**src/rtl/lcd_pattern_gen.sv**
```systemverilog
// LCD timing and test-pattern generator.
// Owns the horizontal/vertical counters and produces registered HSYNC/VSYNC/DEN,
// pixel coordinates and 5-6-5 style RGB for one of four test patterns.
// Every output is computed from counter state (h,v) and appears one cycle later,
// so syncs, DEN, coordinates and colour stay mutually aligned.
module lcd_pattern_gen #(
    parameter int H_ACTIVE    = 800,
    parameter int H_FP        = 210,
    parameter int H_SYNC      = 1,
    parameter int H_BP        = 182,
    parameter int V_ACTIVE    = 480,
    parameter int V_FP        = 22,
    parameter int V_SYNC      = 1,
    parameter int V_BP        = 23,
    parameter int R_BITS      = 5,
    parameter int G_BITS      = 6,
    parameter int B_BITS      = 5,
    parameter int CHECK_SHIFT = 5,
    parameter int SCROLL_DX   = 3,
    parameter int SCROLL_DY   = 2
) (
    input  logic              PIXEL_CLK,
    input  logic              RESET,
    input  logic              MODE_NEXT,
    input  logic              SCROLL_EN,
    output logic              HSYNC,
    output logic              VSYNC,
    output logic              DEN,
    output logic [R_BITS-1:0] LCD_R,
    output logic [G_BITS-1:0] LCD_G,
    output logic [B_BITS-1:0] LCD_B,
    output logic [10:0]       XPOS,
    output logic [10:0]       YPOS,
    output logic [1:0]        MODE,
    output logic              FRAME_START
);

    localparam int H_TOTAL   = H_ACTIVE + H_FP + H_SYNC + H_BP;
    localparam int V_TOTAL   = V_ACTIVE + V_FP + V_SYNC + V_BP;
    // A panel narrower than 8 pixels still gets 1-pixel bars rather than zero-width ones.
    localparam int BAR_W_RAW = H_ACTIVE / 8;
    localparam int BAR_W     = (BAR_W_RAW < 1) ? 1 : BAR_W_RAW;

    localparam logic [10:0] H_ACT    = 11'(H_ACTIVE);
    localparam logic [10:0] H_LAST   = 11'(H_TOTAL - 1);
    localparam logic [10:0] HS_START = 11'(H_ACTIVE + H_FP);
    localparam logic [10:0] HS_END   = 11'(H_ACTIVE + H_FP + H_SYNC);
    localparam logic [10:0] V_ACT    = 11'(V_ACTIVE);
    localparam logic [10:0] V_LAST   = 11'(V_TOTAL - 1);
    localparam logic [10:0] VS_START = 11'(V_ACTIVE + V_FP);
    localparam logic [10:0] VS_END   = 11'(V_ACTIVE + V_FP + V_SYNC);
    localparam logic [10:0] BAR_LAST = 11'(BAR_W - 1);
    localparam logic [7:0]  STEP_X   = 8'(SCROLL_DX);
    localparam logic [7:0]  STEP_Y   = 8'(SCROLL_DY);

    typedef enum logic [1:0] {
        MODE_CHECKER = 2'd0,
        MODE_BARS    = 2'd1,
        MODE_RAMP    = 2'd2,
        MODE_WHITE   = 2'd3
    } mode_t;

    logic [10:0] h_q, h_d, v_q, v_d;
    logic [10:0] bar_px_q, bar_px_d;
    logic [3:0]  bar_idx_q, bar_idx_d;
    logic        pending_q, pending_d;
    mode_t       mode_q, mode_d;
    logic [7:0]  offx_q, offx_d, offy_q, offy_d;

    logic              hsync_q, vsync_q, den_q, fs_q;
    logic [R_BITS-1:0] r_q, r_d;
    logic [G_BITS-1:0] g_q, g_d;
    logic [B_BITS-1:0] b_q, b_d;
    logic [10:0]       x_q, y_q;

    logic at_origin;
    logic h_active, v_active, h_sync, v_sync;
    logic [2:0] ox_bits, oy_bits;
    logic [2:0] bar_sel;
    logic       bar_on;

    assign at_origin = (h_q == 11'd0) && (v_q == 11'd0);
    assign h_active  = h_q < H_ACT;
    assign v_active  = v_q < V_ACT;
    assign h_sync    = (h_q >= HS_START) && (h_q < HS_END);
    assign v_sync    = (v_q >= VS_START) && (v_q < VS_END);

    // Raster counters: h wraps each line, v advances on h wrap and wraps each frame.
    always_comb begin
        h_d = h_q + 11'd1;
        v_d = v_q;
        if (h_q == H_LAST) begin
            h_d = 11'd0;
            v_d = (v_q == V_LAST) ? 11'd0 : v_q + 11'd1;
        end
    end

    // Bar position tracked incrementally so no divider is needed; index 8 means past the last bar.
    always_comb begin
        bar_px_d  = bar_px_q;
        bar_idx_d = bar_idx_q;
        if (h_q == H_LAST) begin
            bar_px_d  = 11'd0;
            bar_idx_d = 4'd0;
        end else if (h_active) begin
            if (bar_px_q == BAR_LAST) begin
                bar_px_d = 11'd0;
                if (bar_idx_q != 4'd8) begin
                    bar_idx_d = bar_idx_q + 4'd1;
                end
            end else begin
                bar_px_d = bar_px_q + 11'd1;
            end
        end
    end

    // Frame-boundary controls: the mode request and scroll step are folded in at (0,0)
    // so the frame that starts at this pixel already uses the new values.
    always_comb begin
        mode_d    = mode_q;
        offx_d    = offx_q;
        offy_d    = offy_q;
        pending_d = pending_q | MODE_NEXT;
        if (at_origin) begin
            pending_d = 1'b0;
            if (pending_q || MODE_NEXT) begin
                mode_d = mode_t'(mode_q + 2'd1);
            end
            if (SCROLL_EN) begin
                offx_d = offx_q + STEP_X;
                offy_d = offy_q + STEP_Y;
            end
        end
    end

    assign ox_bits = 3'((h_q + {3'b000, offx_d}) >> CHECK_SHIFT);
    assign oy_bits = 3'((v_q + {3'b000, offy_d}) >> CHECK_SHIFT);
    assign bar_on  = bar_idx_q < 4'd8;
    assign bar_sel = bar_idx_q[2:0];

    // Pixel colour for the current counter position; forced to black outside the visible area.
    always_comb begin
        r_d = '0;
        g_d = '0;
        b_d = '0;
        case (mode_d)
            MODE_CHECKER: begin
                r_d = {R_BITS{ox_bits[0] ^ oy_bits[0]}};
                g_d = {G_BITS{ox_bits[1] ^ oy_bits[1]}};
                b_d = {B_BITS{ox_bits[2] ^ oy_bits[2]}};
            end
            MODE_BARS: begin
                r_d = {R_BITS{bar_on & ~bar_sel[1]}};
                g_d = {G_BITS{bar_on & ~bar_sel[2]}};
                b_d = {B_BITS{bar_on & ~bar_sel[0]}};
            end
            MODE_RAMP: begin
                r_d = h_q[7 -: R_BITS];
                g_d = h_q[7 -: G_BITS];
                b_d = h_q[7 -: B_BITS];
            end
            default: begin
                r_d = '1;
                g_d = '1;
                b_d = '1;
            end
        endcase
        if (!(h_active && v_active)) begin
            r_d = '0;
            g_d = '0;
            b_d = '0;
        end
    end

    // State registers: counters, bar tracker, mode and scroll offsets.
    always_ff @(posedge PIXEL_CLK or posedge RESET) begin
        if (RESET) begin
            h_q       <= 11'd0;
            v_q       <= 11'd0;
            bar_px_q  <= 11'd0;
            bar_idx_q <= 4'd0;
            pending_q <= 1'b0;
            mode_q    <= MODE_CHECKER;
            offx_q    <= 8'd0;
            offy_q    <= 8'd0;
        end else begin
            h_q       <= h_d;
            v_q       <= v_d;
            bar_px_q  <= bar_px_d;
            bar_idx_q <= bar_idx_d;
            pending_q <= pending_d;
            mode_q    <= mode_d;
            offx_q    <= offx_d;
            offy_q    <= offy_d;
        end
    end

    // Output registers, all derived from the same counter state for alignment.
    always_ff @(posedge PIXEL_CLK or posedge RESET) begin
        if (RESET) begin
            hsync_q <= 1'b1;
            vsync_q <= 1'b1;
            den_q   <= 1'b0;
            fs_q    <= 1'b0;
            r_q     <= '0;
            g_q     <= '0;
            b_q     <= '0;
            x_q     <= 11'd0;
            y_q     <= 11'd0;
        end else begin
            hsync_q <= ~h_sync;
            vsync_q <= ~v_sync;
            den_q   <= h_active & v_active;
            fs_q    <= at_origin;
            r_q     <= r_d;
            g_q     <= g_d;
            b_q     <= b_d;
            x_q     <= h_q;
            y_q     <= v_q;
        end
    end

    assign HSYNC       = hsync_q;
    assign VSYNC       = vsync_q;
    assign DEN         = den_q;
    assign FRAME_START = fs_q;
    assign LCD_R       = r_q;
    assign LCD_G       = g_q;
    assign LCD_B       = b_q;
    assign XPOS        = x_q;
    assign YPOS        = y_q;
    assign MODE        = mode_q;

endmodule

```
**config.mk**
```make
export PLATFORM = sky130hd
export DESIGN_NAME = lcd_pattern_gen
export DESIGN_NICKNAME = d
export VERILOG_FILES = /design/src/rtl/lcd_pattern_gen.sv
export SDC_FILE = /design/constraint.sdc
export NUM_CORES = 1
export LEC_CHECK = 0
export ABC_AREA = 1
export CAP_MARGIN = 20
export CELL_PAD_IN_SITES_DETAIL_PLACEMENT = 0
export CELL_PAD_IN_SITES_GLOBAL_PLACEMENT = 2
export CORE_MARGIN = 4
export CORE_UTILIZATION = 35
export DETAILED_ROUTE_END_ITERATION = 12
export PLACE_DENSITY = 0.78
export SLEW_MARGIN = 20
export SYNTH_ARGS = -nofsm -noshare
export SYNTH_HDL_FRONTEND = slang
export SYNTH_SLANG_ARGS = --single-unit
```
**constraint.sdc**
```tcl
create_clock -name PIXEL_CLK -period 3.7 [get_ports PIXEL_CLK]
set_input_delay 0.925 -clock PIXEL_CLK [delete_from_list [all_inputs] [get_ports PIXEL_CLK]]
set_output_delay 0.925 -clock PIXEL_CLK [all_outputs]
set_load 0.05 [all_outputs]
```
==> results of run 1 <==
==> cell type report <==
class	count	area (sq um)
Clock buffer	10	239
Clock inverter	6	42.5
Fill cell	1408	7820
Inverter	106	400
Multi-Input combinational cell	394	2230
Sequential cell	97	2430
Tap cell	180	225
Timing Repair Buffer	72	658
==> cell usage after synthesis (all sizes together), types with 7 or more instances <==
cell type / instances
a21oi: 36
dfrtp: 95
ha: 20
inv: 106
nand2: 131
nand3: 44
nand4: 12
nor2: 59
nor3: 22
nor4: 7
o21ai: 24
xnor2: 7
xor2: 12
==> metal layers <==
layer  vias up  part of all wire, %  global-route usage [%]
met5         -                    0                       0
met4         0                  1.6                    5.12
met3        13                  3.2                    3.29
met2        57                   46                    25.0
met1      1922                   49                    22.7
li1       2095                    -                       -
==> flip-flops by register name, summed over array words and instances (netlist names) <==
register,cells
pending_q,1
LCD_R,5
FRAME_START,1
offx_q,8
VSYNC,1
LCD_G,6
XPOS,11
v_q,11
bar_idx_q,4
LCD_B,5
YPOS,11
bar_px_q,11
HSYNC,1
MODE,2
h_q,11
DEN,1
offy_q,7
==> power by group through the flow <==
stage                     Clock [mW]  Combinational, mW  Sequential, mW
after CTS                      0.936              0.110            1.07
final                          0.901              0.107            1.07
after detailed placement           0              0.109            1.10
after global placement             0              0.108            1.10
after global routing           0.974              0.120            1.08
after floorplan                    0             0.0458            1.12
==> cells by family (layout without fill, tap and decap cells) <==
kind of cell	after synthesis	in the layout	synth area share, %
compound gates	74	74	8.27
xor+xnor	19	19	3.43
simple gates	281	281	27.0
fa+ha+maj	20	20	4.94
flops	97	97	48.0
buf+inv	110	194	8.44
==> per-stage QoR <==
stage	hold slack [ps]	util, %	cell area, sq um	TNS [ps]
after floorplan	374	-	5070	0
after global routing	508	44.3	6230	-2.59
after global placement	476	42.0	5900	-1780
after CTS	489	44.0	6180	0
final	491	44.3	6230	0
after detailed placement	469	42.0	5900	-2260
==> cells in the final DEF (no fill, tap or decap), types with 7 or more instances in the layout <==
master	Yosys	final
sky130_fd_sc_hd__nand3_1	36	36
sky130_fd_sc_hd__nor3_1	20	19
sky130_fd_sc_hd__ha_1	20	20
sky130_fd_sc_hd__xnor2_1	7	7
sky130_fd_sc_hd__a21oi_1	36	34
sky130_fd_sc_hd__nand3_2	8	8
sky130_fd_sc_hd__nand2_1	124	124
sky130_fd_sc_hd__dfrtp_1	95	95
sky130_fd_sc_hd__nand4_1	10	10
sky130_fd_sc_hd__xor2_1	11	11
sky130_fd_sc_hd__inv_1	102	100
sky130_fd_sc_hd__clkbuf_16	0	9
sky130_fd_sc_hd__nand2_2	7	7
sky130_fd_sc_hd__o21ai_0	23	23
sky130_fd_sc_hd__nor2_1	48	46
sky130_fd_sc_hd__nor2_2	5	7
sky130_fd_sc_hd__buf_4	0	25
sky130_fd_sc_hd__clkdlybuf4s50_1	0	47
==> worst register-to-register path, stage by stage (launching register included) <==
cell and delay [ps]:
sky130_fd_sc_hd__dfrtp_1 460, sky130_fd_sc_hd__inv_1 130, sky130_fd_sc_hd__ha_1 200, sky130_fd_sc_hd__nand2_1 60, sky130_fd_sc_hd__inv_1 60, sky130_fd_sc_hd__nand2_2 90, sky130_fd_sc_hd__nor2_2 130, sky130_fd_sc_hd__nand3_2 130
sky130_fd_sc_hd__inv_1 100, sky130_fd_sc_hd__nand2_1 70, sky130_fd_sc_hd__nor2_1 120, sky130_fd_sc_hd__xnor2_1 130, sky130_fd_sc_hd__inv_1 100, sky130_fd_sc_hd__ha_1 330, sky130_fd_sc_hd__inv_2 120, sky130_fd_sc_hd__o21bai_1 100
sky130_fd_sc_hd__a21oi_2 160, sky130_fd_sc_hd__inv_1 50, sky130_fd_sc_hd__a21oi_1 150, sky130_fd_sc_hd__nand2_1 70, sky130_fd_sc_hd__nand2_1 90, sky130_fd_sc_hd__nand3_1 90, sky130_fd_sc_hd__nand3_2 110, sky130_fd_sc_hd__a21oi_1 80
==> worst paths after layout <==
check                           startpoint     endpoint  slack [ps]
max in group asynchronous            RESET       h_q[5]        1980
worst min-delay path               v_q[10]     YPOS[10]         490
worst min register to register     v_q[10]     YPOS[10]         490
worst max register to register      h_q[0]     LCD_B[3]         410
min in group asynchronous            RESET  bar_px_q[0]         990
worst max-delay path             SCROLL_EN     LCD_B[3]         300
==> timing repair <==
item	in CTS	in global routing
hold endpoints to repair	0	0
resized for setup	0	7
setup endpoints to repair	0	16
buffers inserted	0	3
hold buffers	0	0
==> results by stage, run 1 <==
Timing:
- Setup violations remaining at the end of the flow were counted as 0.
- The count of endpoints failing hold in the final timing report came to 0.
- The slew at the pin closest to its max-slew limit is 670 ps.
- The fmax is 0.294 GHz.
- The final count of pins violating max slew is 0.
- For the final database, setup skew stands at ~12 ps.
- The worst path meets setup with 300 ps of slack.
- The final critical path takes up 91.9% of the cycle.
- The shortest clock period the worst path allows after layout is 3400 ps.
- Measured against its own limit, the worst slew margin works out to between 50% and 60%.

Logic synthesis:
- Summed over its instances, the top area cell type makes up 46.9% of the synthesized netlist area.
- After synthesis, the cell types taking the most area are sky130_fd_sc_hd__dfrtp_1 47%, sky130_fd_sc_hd__nand2_1 9.2%, sky130_fd_sc_hd__inv_1 7.6%.
- The leading area contributor after synthesis is sky130_fd_sc_hd__dfrtp_1.
- The fraction of registers with async set or reset after synthesis is 100%.
- After synthesis the netlist holds a flip-flop and latch count of 97.
- The total standard cell area after synthesis is roughly 0.005 sq mm.
- The cell count after synthesis is around 600.
- The number of warnings printed during yosys synthesis is 0.
- The netlist uses 42 different library cells.
- The mean instance size in the synthesized netlist is ~8.4 sq um.
- After synthesis, flip-flops and latches occupy between 40 and 50% of the total area.
- The synthesized net count is 625.
- The number of enable flip-flop cells after synthesis is 0.
- The commonest register cell after synthesis is sky130_fd_sc_hd__dfrtp_1.

Hold path:
- The class of the tightest hold or removal check is register to register.
- Along the worst hold path, the cell count comes to 0.

Drt:
- The count of routing violations after the opening detailed-route iteration is 173.
- The pre-antenna-repair detailed-routing pass consisted of 4 iterations.
- The routed via count divided by cell count is 4.72.
- In the final routed layout, each cell accounts on average for 14.2 um.
- Summing over every cut layer, the via total after detailed routing is 4087.
- The detailed-route wire length is 12200 um.
- After detailed routing, the number of remaining DRC violations is 0.
- Once detail routing completed, the nets flagged for antenna violations numbered 0.

Power:
- The analysis attributes to cell leakage a power of ~3.1 nW.
- The proportion of total power due to net switching is approximately 24%.
- The overall power after layout is about 2.1 mW.
- The switching power is 0.505 mW.
- The fraction of power consumed by sequential logic is approximately half.
- In this run the power density over the cells is 334 mW/mm^2.
- Cell internal power was estimated by the tool at around 1.6 mW.
- The logic gate share of total power is 5.1%.
- The relative contribution of the clock network to total power is 43.3%.
- VDD sags by at most between 0.15 and 0.2 mV.

Worst setup path:
- At the worst endpoint, the arrival time is between 3000 and 4000 ps.
- The slowest stage cell on the critical path is sky130_fd_sc_hd__clkdlybuf4s50_1.
- The maximum fanout encountered on the critical timing path is 5.
- The total stage count of the critical path is 20.
- On the worst path, the slowest cell contributes a delay of 480 ps.
- The critical path goes through clkdlybuf4s50_1, inv_1, nor2_2, nand3_2, inv_1, nand2_1, nor2_1, xnor2_1, inv_1, ha_1, inv_2, o21bai_1, a21oi_2, inv_1, a21oi_1, nand2_1, nand2_1, nand3_1, nand3_2, a21oi_1.
- The worst reg2reg path depth is 23.
- The kind of start point of the critical path is a primary input.
- STA classifies the critical path endpoint as a register.
- The required arrival time at the worst endpoint is 3890 ps.
- The buffers plus inverters on the worst setup path is 6.
- The most numerous cell type found on the critical path is sky130_fd_sc_hd__inv_1.
- The worst setup path category is primary input to register.
- Among cell families on the critical path, the largest total delay comes from buffers and inverters.

Global routing:
- Global routing used between 10% and 20% of the available tracks across all layers.
- The initial antenna violation count is 0.
- Entering global routing, the biggest net connects 44 pins.
- The via count of the first global-routing pass is approximately 4000.
- Summed over all layers, the global routing overflow is 0.
- The first global-routing pass estimated roughly 21000 um of wire.

Status:
- The run finished with clean final reports.

Clock network:
- The clock reaches the later pin of the worst-skew pair after 350 ps.
- The longest clock path from root to sink contains 2 buffers.
- The maximum level of the CTS H-tree is 3.
- The clock sink count is between 90 and 100.
- The clock slew at the register clock pins of the worst setup and hold paths is 70 ps.
- In this run the clock root is driven by a sky130_fd_sc_hd__clkbuf_16.
- Buffers inserted during clock tree synthesis total 9.
- TritonCTS built the clock tree.

Layout:
- The number of antenna diodes is 0.
- The post-route non-filler standard cell count is 865.
- The post-route netlist has 13.6% of its cells at a drive strength greater than 1.
- The layout overhead on the synthesized area is 22.9%.
- The final layout contains 704 nets.

Floorplan:
- After floorplanning, the core was divided into 43 placement rows.
- The height of the chip is about 130 um.
- The die covers 0.0165 sq mm.
- The core region is 0.0140 sq mm.
- The die width is between 100 and 150 um.
- For this design the top-level I/O count stands at 48.
- The starting density of the core is between 30 and 40%.

Place:
- After legalization and detailed placement, the total HPWL measured 9540 um.
- Routability-driven placement finished with a final weighted congestion of approximately 0.83.
- Prior to clock tree synthesis, the placed netlist has a worst setup slack of -183 ps.
- The port buffer count is 47.
- The placed cell count is approximately 850.

Run:
- The max capacitance violation total is 0.
No activity file was read; power rests on OpenSTA's default activity.
==> inputs of run 2 (changes only) <==
==> constraint.sdc (replaced) <==
create_clock -name PIXEL_CLK -period 3.7 [get_ports PIXEL_CLK]
set_input_delay 0.37 -clock PIXEL_CLK [delete_from_list [all_inputs] [get_ports PIXEL_CLK]]
set_output_delay 0.37 -clock PIXEL_CLK [all_outputs]
set_load 0.05 [all_outputs]
==> run 2 against run 1 <==
Compared with the run above: clock-buffer cell count unchanged; hold slack lost 3.5 ps; non-clock buffer count decreased by 16; design area decreased by 1.6%; setup slack better by 44 ps; fmax rose by 1.3%; via count decreased by 0.44%; first-iteration DRC count rose by 23%; combinational power about the same; clock power about the same; sequential share of layout area grew 0.68 points; critical path type is now register to register.
==> results by stage, run 2 (synthesis results as in run 1) <==
Global routing:
- The global-route met3 utilization was 2.25% (-1.0 points).
- The global-route wire length before repair is 20800 um (about the same).
- The initial antenna violation count is 0 (unchanged).
- The global router's overall resource usage came to 16.2% (+0.083 points).
- The largest net degree at the start of global routing is 55 (+25%).
- The peak-usage layer in the global routing report is met2.
- The met1 layer usage reported by global route was 23.5% (+0.80 points).
- The met2 demand-to-capacity share in global routing was 24.6% (-0.43 points).
- The via count of the first global-routing pass is 3982 (-1.8%).
- The aggregate global routing overflow was 0 (unchanged).

Drt:
- The DRC violation count after routing is 0 (unchanged).
- The average wire per cell in the routed design is 14.9 um (+5.3%).
- The routed via count divided by cell count is 4.79 (+1.4%).
- The detailed-route wire length is 12700 um (+3.3%).
- The count of routing violations after the opening detailed-route iteration is 212 (+23%).
- The number of detailed-routing iterations run before antenna repair is 4 (unchanged).
- The via count of the routed design is 4069 (-0.44%).
- The remaining antenna violation count after routing came to 0 (unchanged).

Worst setup path:
- The kind of start point of the critical path is a register.
- The worst setup path is captured at a register.
- The maximum fanout encountered on the critical timing path came to 7 (+2).
- The required arrival time at the worst endpoint is 3900 ps (about the same).
- The worst endpoint data arrival time is 3560 ps (-30 ps).
- The worst setup path category is register to register.

Clock network:
- The maximum root-to-sink buffer count is 2 (unchanged).
- The latest clock arrival within the worst-skew pair is 350 ps (about the same).
- The post-CTS setup buffer count is 0 (unchanged).
- The CTS tree is yes.
- The clock buffer count from CTS came to 9 (unchanged).
- Clock tree synthesis selected as its root buffer the cell sky130_fd_sc_hd__clkbuf_16.
- The clock slew at the register clock pins of the worst setup and hold paths came to 70 ps (about the same).
- The clock sink count is 97 (unchanged).
- The maximum level of the CTS H-tree is 3 (unchanged).

Layout:
- The number of antenna diodes is 0 (unchanged).
- The fill cell instance count of the final layout is 1403 (-0.36%).
- The layout cell share with drive strength beyond 1 is 12.4% (-1.2 points).
- The top cell types in the final layout, fill and taps aside, are 124 x sky130_fd_sc_hd__nand2_1, 100 x sky130_fd_sc_hd__inv_1, 93 x sky130_fd_sc_hd__dfrtp_1, 47 x sky130_fd_sc_hd__clkdlybuf4s50_1, 46 x sky130_fd_sc_hd__nor2_1.
- The multi-input combinational cell area is 0.00225 sq mm (+0.78%).
- The sequential cell area in the final layout is 0.00243 sq mm (+0.10%).
- The post-route non-filler standard cell count is 849 (-1.8%).
- The number of nets in the finished design came to 688 (-2.3%).
- The area growth from synthesis to layout is 20.9%.
- The library cell used most frequently in the layout, excluding fill and tap cells, is sky130_fd_sc_hd__nand2_1.

Timing:
- The final worst hold slack is 487 ps (-3.46 ps).
- The count of endpoints failing hold in the final timing report is 0 (unchanged).
- The final critical-path share of the clock period was 90.7% (-1.2 points).
- The clock skew is 9.31 ps (-2.70 ps).
- The fmax is 0.298 GHz (+1.3%).
- The final count of pins violating max slew is 0 (unchanged).
- The final count of negative-setup-slack endpoints was 0 (unchanged).
- The shortest clock period the worst path allows after layout is 3360 ps (-44.0 ps).
- The slew at the pin closest to its max-slew limit is 709 ps (+39.2 ps).
- The normalized max-slew margin is 52.8% (-2.5 points).

Floorplan:
- The full die area is 0.0165 sq mm (unchanged).
- The height of the chip is 128 um (unchanged).
- The total I/O pin count came to 48 (unchanged).
- The floorplan row count was 43 (unchanged).
- The starting density of the core came to 36.1% (unchanged).
- The area of the core is 0.0140 sq mm (unchanged).
- The die width is 128 um (unchanged).

Place:
- The placed cell count was 833 (-1.5%).
- The detailed placement HPWL is 9540 um (about the same).
- The last weighted congestion value of the routability-driven placer came to 0.816 (-1.5%).
- The port buffer count is 47 (unchanged).

Power:
- The power density over the cells came to 339 mW/mm^2 (+1.4%).
- The maximum resistive drop on vdd came to 0.203 mV (+1.9%).
- The overall power after layout is 2.08 mW (-0.19%).
- The static leakage power is 3.03 nW (-2.5%).

Hold path:
- The class of the tightest hold or removal check is primary input to async pin.

Run:
- The max capacitance violation total was 0 (unchanged).

Status:
- The run finished with clean final reports.
[run 2: cell types whose count changed in the layout (fill, tap and decap cells not counted), sizes merged]
cell	change
buf	-16
[run 2: final timing paths]
path,from,to,slack [ps],cells past startpoint
hold / removal,RESET,bar_px_q[1],490,2
hold reg to reg,v_q[10],YPOS[10],490,0
setup reg to reg,h_q[0],LCD_B[3],340,23
min in group PIXEL_CLK,v_q[10],YPOS[10],490,0
setup / recovery,h_q[0],LCD_B[3],340,23
max in group asynchronous,RESET,v_q[0],2400,3
[run 2: timing repair]
item | in CTS | in global routing
setup endpoints to repair | 0 | 11
hold buffers | 0 | 0
gates resized for setup | 0 | 13
[run 2: worst max-delay path: stages (launching register included)]
cell and delay (ps):
sky130_fd_sc_hd__dfrtp_2 460, sky130_fd_sc_hd__inv_1 110, sky130_fd_sc_hd__ha_1 210, sky130_fd_sc_hd__nand2_1 70, sky130_fd_sc_hd__inv_1 60, sky130_fd_sc_hd__nand2_2 80
sky130_fd_sc_hd__nor2_2 130, sky130_fd_sc_hd__nand3_2 150, sky130_fd_sc_hd__inv_1 110, sky130_fd_sc_hd__nand2_1 90, sky130_fd_sc_hd__nor2_1 120, sky130_fd_sc_hd__xnor2_1 140
sky130_fd_sc_hd__inv_1 90, sky130_fd_sc_hd__ha_1 330, sky130_fd_sc_hd__inv_2 140, sky130_fd_sc_hd__o21bai_1 110, sky130_fd_sc_hd__a21oi_2 160, sky130_fd_sc_hd__inv_1 70
sky130_fd_sc_hd__a21oi_2 120, sky130_fd_sc_hd__nand2_1 60, sky130_fd_sc_hd__nand2_1 90, sky130_fd_sc_hd__nand3_1 90, sky130_fd_sc_hd__nand3_2 120, sky130_fd_sc_hd__a21oi_1 90
[run 2: layout make-up]
cell class	instances	area share, %
inverters	106	6.53
flip-flops and latches	97	39.7
well taps	180	3.68
repair buffers	56	8.78
clock inverters	6	0.694
clock buffers	10	3.90
multi-input cells	394	36.7
[run 2: power by group]
| group | switching, mW | internal [mW] |
|---|---|---|
| Combinational | 0.0744 | 0.0297 |
| Sequential | 0.00534 | 1.07 |
| Clock | 0.423 | 0.476 |
| Total | 0.503 | 1.58 |
[run 2: layer usage]
metal / routed length (um) / share of wire [%]
met1: 6320 / 50
met2: 5810 / 46
met3: 285 / 2.3
met4: 245 / 1.9
met5: 0 / 0
[run 2: metrics by stage]
stage	worst slack [ps]	cell area, sq um	utilization, %	setup TNS (ps)
final	344	6130	43.6	0
after CTS	151	6080	43.3	0
after global placement	172	5800	41.3	0
after global routing	-52.9	6130	43.6	-290
after floorplan	800	5070	-	0
after detailed placement	108	5800	41.3	0
